`src/rtl/ipb_pkg.sv`:
```
// Shared types and constants for the instruction prefetch buffer.
package ipb_pkg;

    typedef enum logic [1:0] {
        BOOT    = 2'd0,
        RUN     = 2'd1,
        DISCARD = 2'd2
    } ipb_state_e;

    localparam int IPB_DEPTH_DEFAULT = 4;
    localparam int INSTR_BYTES       = 4;

    typedef struct packed {
        logic [31:0] pc;
        logic [31:0] instr;
    } ipb_entry_t;

    // Sequential fetch address; wraps naturally at the top of the address space.
    function automatic logic [31:0] next_pc(input logic [31:0] pc);
        return pc + 32'(INSTR_BYTES);
    endfunction

endpackage

```
`src/rtl/ipb_fifo.sv`:
```
// Synchronous FIFO of {pc, instr} entries with a flush input.
// Clear wins over push/pop; pop on empty is ignored. Head reads zero when empty.
module ipb_fifo
    import ipb_pkg::*;
#(
    parameter int DEPTH = IPB_DEPTH_DEFAULT
) (
    input  logic                     clk_i,
    input  logic                     rst_ni,
    input  logic                     clear_i,
    input  logic                     push_i,
    input  ipb_entry_t               push_data_i,
    input  logic                     pop_i,
    output ipb_entry_t               head_o,
    output logic [$clog2(DEPTH):0]   count_o
);

    localparam int PW = $clog2(DEPTH);
    localparam int CW = PW + 1;

    ipb_entry_t        mem_q [DEPTH];
    logic [PW-1:0]     wr_ptr_q, rd_ptr_q;
    logic [CW-1:0]     count_q;
    logic              do_push, do_pop;

    assign do_pop  = pop_i && (count_q != '0);
    assign do_push = push_i && ((count_q != CW'(DEPTH)) || do_pop);

    // Pointer and occupancy tracking; pointers wrap because DEPTH is a power of two.
    always_ff @(posedge clk_i or negedge rst_ni) begin
        if (!rst_ni) begin
            wr_ptr_q <= '0;
            rd_ptr_q <= '0;
            count_q  <= '0;
        end else if (clear_i) begin
            wr_ptr_q <= '0;
            rd_ptr_q <= '0;
            count_q  <= '0;
        end else begin
            if (do_push) wr_ptr_q <= wr_ptr_q + 1'b1;
            if (do_pop)  rd_ptr_q <= rd_ptr_q + 1'b1;
            case ({do_push, do_pop})
                2'b10:   count_q <= count_q + 1'b1;
                2'b01:   count_q <= count_q - 1'b1;
                default: count_q <= count_q;
            endcase
        end
    end

    // Storage array; contents are don't-care until written, so no reset.
    always_ff @(posedge clk_i) begin
        if (do_push) mem_q[wr_ptr_q] <= push_data_i;
    end

    assign head_o  = (count_q != '0) ? mem_q[rd_ptr_q] : '0;
    assign count_o = count_q;

endmodule

```
`src/rtl/inst_prefetch_buffer.sv`:
```
// Instruction prefetch buffer between the instruction cache and the core.
// Optional performance counters are built only when IPB_PERF_CNT_EN is defined.
//
//  state   | meaning
//  BOOT    | load fetch PC from boot_addr, no request
//  RUN     | issue one request at a time while FIFO has room, push responses
//  DISCARD | wait out a pre-redirect request, drop its data
module inst_prefetch_buffer
    import ipb_pkg::*;
#(
    parameter int DEPTH = IPB_DEPTH_DEFAULT
) (
    input  logic        HCLK,
    input  logic        HRESETn,
    input  logic [31:0] boot_addr,
    input  logic        redirect_valid,
    input  logic [31:0] redirect_addr,
    output logic [31:0] ic_addr,
    output logic        ic_req,
    input  logic [31:0] ic_data,
    input  logic        ic_ready,
    output logic        if_valid,
    output logic [31:0] if_instr,
    output logic [31:0] if_pc,
    input  logic        if_ready,
    output logic [31:0] perf_fetch_cnt,
    output logic [31:0] perf_stall_cnt
);

    localparam int CW = $clog2(DEPTH) + 1;

    ipb_state_e    state_q;
    logic [31:0]   fetch_pc_q;
    logic [31:0]   ic_addr_q;
    logic          ic_req_q;

    logic [CW-1:0] count;
    ipb_entry_t    head;
    ipb_entry_t    push_entry;
    logic          fifo_push, fifo_pop, fifo_clear;
    logic          accept;
    logic [CW-1:0] count_after;
    logic [31:0]   pc_after;
    logic          can_issue;

    assign accept      = ic_req_q && ic_ready;
    assign fifo_pop    = if_valid && if_ready;
    assign fifo_clear  = redirect_valid && (state_q != BOOT);
    assign fifo_push   = (state_q == RUN) && accept && !redirect_valid;
    assign push_entry  = '{pc: ic_addr_q, instr: ic_data};
    assign count_after = count + CW'(fifo_push) - CW'(fifo_pop);
    assign pc_after    = fifo_push ? next_pc(fetch_pc_q) : fetch_pc_q;
    assign can_issue   = (count_after < CW'(DEPTH));

    ipb_fifo #(.DEPTH(DEPTH)) u_fifo (
        .clk_i       (HCLK),
        .rst_ni      (HRESETn),
        .clear_i     (fifo_clear),
        .push_i      (fifo_push),
        .push_data_i (push_entry),
        .pop_i       (fifo_pop),
        .head_o      (head),
        .count_o     (count)
    );

    // Fetch sequencer: request is registered and held until the cache answers.
    always_ff @(posedge HCLK or negedge HRESETn) begin
        if (!HRESETn) begin
            state_q    <= BOOT;
            fetch_pc_q <= '0;
            ic_req_q   <= 1'b0;
            ic_addr_q  <= '0;
        end else begin
            case (state_q)
                BOOT: begin
                    fetch_pc_q <= boot_addr;
                    ic_req_q   <= 1'b0;
                    state_q    <= RUN;
                end
                RUN: begin
                    if (redirect_valid) begin
                        fetch_pc_q <= redirect_addr;
                        if (ic_req_q && !ic_ready) begin
                            // request stays on the bus; its data is dropped later
                            state_q <= DISCARD;
                        end else begin
                            ic_req_q  <= 1'b1;
                            ic_addr_q <= redirect_addr;
                        end
                    end else begin
                        fetch_pc_q <= pc_after;
                        if (!ic_req_q || ic_ready) begin
                            ic_req_q <= can_issue;
                            if (can_issue) ic_addr_q <= pc_after;
                        end
                    end
                end
                DISCARD: begin
                    if (redirect_valid) fetch_pc_q <= redirect_addr;
                    if (ic_ready) begin
                        state_q   <= RUN;
                        ic_req_q  <= 1'b1;
                        ic_addr_q <= redirect_valid ? redirect_addr : fetch_pc_q;
                    end
                end
                default: begin
                    state_q  <= BOOT;
                    ic_req_q <= 1'b0;
                end
            endcase
        end
    end

    assign ic_req   = ic_req_q;
    assign ic_addr  = ic_addr_q;
    assign if_valid = (count != '0);
    assign if_instr = head.instr;
    assign if_pc    = head.pc;

`ifdef IPB_PERF_CNT_EN
    logic [31:0] perf_fetch_q, perf_stall_q;

    // Saturating delivered/starved counters.
    always_ff @(posedge HCLK or negedge HRESETn) begin
        if (!HRESETn) begin
            perf_fetch_q <= '0;
            perf_stall_q <= '0;
        end else begin
            if (fifo_pop && (perf_fetch_q != 32'hFFFF_FFFF))
                perf_fetch_q <= perf_fetch_q + 32'd1;
            if (if_ready && !if_valid && (perf_stall_q != 32'hFFFF_FFFF))
                perf_stall_q <= perf_stall_q + 32'd1;
        end
    end

    assign perf_fetch_cnt = perf_fetch_q;
    assign perf_stall_cnt = perf_stall_q;
`else
    assign perf_fetch_cnt = '0;
    assign perf_stall_cnt = '0;
`endif

endmodule

```
`config.mk`:
```
export PLATFORM = sky130hd
export DESIGN_NAME = inst_prefetch_buffer
export DESIGN_NICKNAME = d
export VERILOG_FILES = /design/src/rtl/ipb_pkg.sv /design/src/rtl/ipb_fifo.sv /design/src/rtl/inst_prefetch_buffer.sv
export SDC_FILE = /design/constraint.sdc
export NUM_CORES = 1
export LEC_CHECK = 0
export CORE_UTILIZATION = 40
export DETAILED_ROUTE_END_ITERATION = 16
export GPL_TIMING_DRIVEN = 0
export PLACE_DENSITY_LB_ADDON = 0.3
export SLEW_MARGIN = 0
export SYNTH_ARGS = -nofsm -noshare
export SYNTH_HDL_FRONTEND = slang
export SYNTH_SLANG_ARGS = --single-unit
```
`constraint.sdc`:
```
create_clock -name HCLK -period 9.3 [get_ports HCLK]
set_input_delay 2.79 -clock HCLK [delete_from_list [all_inputs] [get_ports HCLK]]
set_output_delay 2.79 -clock HCLK [all_outputs]
set_load 0.02 [all_outputs]
```
==> run metrics, run 1 <==
outcome=finished clean; Post-CTS Setup Bufs=0; Worst-Skew Late Latency=540 ps; Synth Area in Compound Gates=0.0643; peak supply drop=0.140 mV; pin count of the biggest net entering global routing=47; setup repair after global routing missed its margin=false; filler cell count=3315; vias per cell=5.24; ANT cells=0; Clk pin slew, worst setup/hold paths=60 ps; clk sinks=330; Worst Skew=21.7 ps; Post-DRT Antenna Nets=0; Cells after Synth=1108; initial antenna violation count=0; CTS tree=done; Final Cycle Share=0.662; main combinational cell family by area after synthesis=multiplexers; DRC=0; PortBufs=198; Rows=72; critical path type=reg2out; EDFF count, synth=256; gpl congestion=0.946; final wirelength=41500 µm; Synthesis Warnings=0; Max Freq=162 MHz; vias in the first global route=10077; Top-Level Pins=263; post-synthesis mux area share=0.151; hold buffer count at cts=0; Critical Path Slowest Stage Cell=buf_1; fin util=0.515; worst rel slew slack=0.106; core area=38600 µm²; crit path launch type=flop; fin crit period=6160 ps; Sum Neg Setup Slack=0 ps; Num CTS Buffers=37; worst-margin pin slew=1330 ps; critical path required time=6510 ps; Critical Path AT=3370 ps; max incr delay on CP=640 ps; Post-Syn Area=15600 µm²; synth unique cells=73; CTS H-Tree Depth=2; hpwl dp=28900 µm; total power=6270 µW; met3 wire length=2750 µm; Syn Area/Cell=14.1 µm²; Total Routing Usage GR=0.209; highest routed layer=met4; via count=10259; Final Hold Fails=0; HP Class=reg2reg; die height=200 µm; synthesis-to-layout area growth=27.1%; CP max FO=10; top cell type's share of synthesized area=0.492; Pre-Repair DR Iteration Count=8; initial core utilization=0.405; DRT met1 WL=17900 µm; drt wl/cell=21.2 µm; area of the die=39900 µm²; initial DRC count=671; CTS root buf=clkbuf_16; GRT overflow=0; most area-consuming cells after synthesis=edfxtp_1, dfrtp_1, mux4_2; final net count=1528; Adder-Cell Fraction of Synth Area=0.0117; Die W=200 µm; clock tree buffer depth=3; leak pwr=0.00718 µW; Max-Cap Viols=0; first-pass GRT wire length=61300 µm; layout cells sized above 1=0.183; crit-path cells=buf_1 > buf_2 > mux4_2 > and2_1 > clkdlybuf4s50_1; metal2 WL=19600 µm; final setup violation count=0; Async S/R FF share, synth=0.224; ys flop type=edfxtp_1; Crit. End Element=primary output; cell taking the most area after synthesis=edfxtp_1; area share of and/or/nand/nor cells after synthesis=0.100; PwrDens=315 nW/µm²; XOR/XNOR share of the synthesized area=0.00616; Slew Limit Fails=0; sequential area share after synthesis=0.610; flops & latches, synth=330; CTS resizes=0
==> per-stage QoR <==
stage	std cells	hold WS, ps	cell area [µm²]	worst slack, ps
CTS	1959	492	19900	2930
global placement	1887	459	18500	1490
global route	1959	510	19900	2840
floorplan	1171	446	15900	3860
detailed placement	1892	478	18700	3330
finish	1959	487	19900	3140
==> cell families (layout without fill, tap and decap cells) <==
group | count (synthesis) | count (layout)
DFF | 330 | 330
and+or+nand+nor | 284 | 284
AOI/OAI and AO/OA | 159 | 159
buffers and inverters | 157 | 427
muxes | 152 | 152
adders and majority gates | 14 | 14
xor gates and xnor gates | 11 | 11
other | 1 | 64
==> state kept, by name, summed over array words and instances, names as in the netlist <==
signal,cells
ic_addr,32
u_fifo.rd_ptr_q,2
u_fifo.mem_q,256
state_q,2
u_fifo.count_o,3
fetch_pc_q,32
u_fifo.wr_ptr_q,2
ic_req,1
==> Yosys cell counts (3+ instances only) <==
| cell type | count |
|---|---|
| edfxtp_1 | 256 |
| dfrtp_1 | 74 |
| and2_1 | 71 |
| buf_4 | 66 |
| mux4_2 | 64 |
| nand2_1 | 56 |
| o21ai_0 | 55 |
| mux2i_1 | 51 |
| nor2_1 | 45 |
| clkbuf_1 | 36 |
| mux2_2 | 28 |
| a21oi_1 | 26 |
| inv_1 | 25 |
| nand3_1 | 21 |
| buf_2 | 20 |
| nor3_1 | 18 |
| nand4_1 | 14 |
| a31oi_1 | 13 |
| ha_1 | 13 |
| o31ai_1 | 11 |
| nor2b_1 | 10 |
| o22ai_1 | 10 |
| mux2_1 | 9 |
| nor4_1 | 8 |
| and3_1 | 7 |
| buf_1 | 7 |
| xor2_1 | 7 |
| a211oi_1 | 5 |
| nand2b_1 | 5 |
| a221oi_1 | 4 |
| and4_1 | 4 |
| o31a_1 | 4 |
| or3_1 | 4 |
| xnor2_1 | 4 |
| nand4b_1 | 3 |
| o21a_1 | 3 |
| o41ai_1 | 3 |
==> where the power goes <==
group	total, µW	switching [µW]	leakage (µW)	internal, µW
Sequential	2070	219	0.00321	1860
Clock	1470	593	0.000595	879
Combinational	2720	1510	0.00338	1220
Total	6270	2320	0.00718	3950
==> worst max-delay path: cells and delay by family, from the launching register on <==
kind / cells / cell delay [ps]
buffers and inverters: 3 / 1690
multiplexers: 1 / 560
flip-flops: 1 / 370
AND/OR/NAND/NOR: 1 / 210
==> cell usage in the layout (no fill, tap or decap), types with 45 or more instances in the layout <==
master,n
conb_1,64
edfxtp_1,256
nor2_1,45
o21ai_0,55
and2_1,67
mux2i_1,51
buf_4,67
dfrtp_1,74
clkdlybuf4s50_1,197
mux4_2,64
nand2_1,56
==> worst paths after layout <==
| check | slack (ps) | end | startpoint | cells after the start |
|---|---|---|---|---|
| worst min-delay path | 490 | fetch_pc_q[0] | fetch_pc_q[0] | 2 |
| worst max register to register | 5900 | ic_addr[7] | u_fifo.count_o[1] | 11 |
| worst max-delay path | 3140 | if_pc[19] | u_fifo.rd_ptr_q[0] | 5 |
| min in group asynchronous | 2200 | fetch_pc_q[21] | HRESETn | 1 |
| max in group asynchronous | 6500 | u_fifo.rd_ptr_q[0] | HRESETn | 2 |
| worst min register to register | 490 | fetch_pc_q[0] | fetch_pc_q[0] | 2 |
==> metal layers <==
layer  up-vias  track usage
li1       4711            -
met1      5045        0.285
met2       421        0.332
met3        82       0.0445
met4         0       0.0744
met5         -            0
==> final cells by class <==
cell class | count | area [µm²] | area share
Sequential cell | 330 | 9540 | 0.480
Inverter | 26 | 97.6 | 0.00491
Multi-Input combinational cell | 684 | 5470 | 0.275
Clock inverter | 25 | 246 | 0.0124
Tap cell | 518 | 648 | 0.0326
Clock buffer | 42 | 987 | 0.0496
Buffer | 131 | 779 | 0.0392
Timing Repair Buffer | 203 | 2120 | 0.106
(Power assumes the default switching activity.)
==> inputs of run 2 (changes only) <==
- clock period: 9.3 -> 5.6 ns (I/O delays scaled with it)
==> results of run 2 <==
Same layout as run 1 (identical final DEF). Status: finished clean.
Among the figures that moved: setup slack after placement 3330 ps -> 738 ps; setup slack after layout 3140 ps -> 550 ps; register-to-register setup slack 5900 ps -> 2200 ps; total power 6270 µW -> 10400 µW; worst IR drop on VDD 0.140 mV -> 0.232 mV
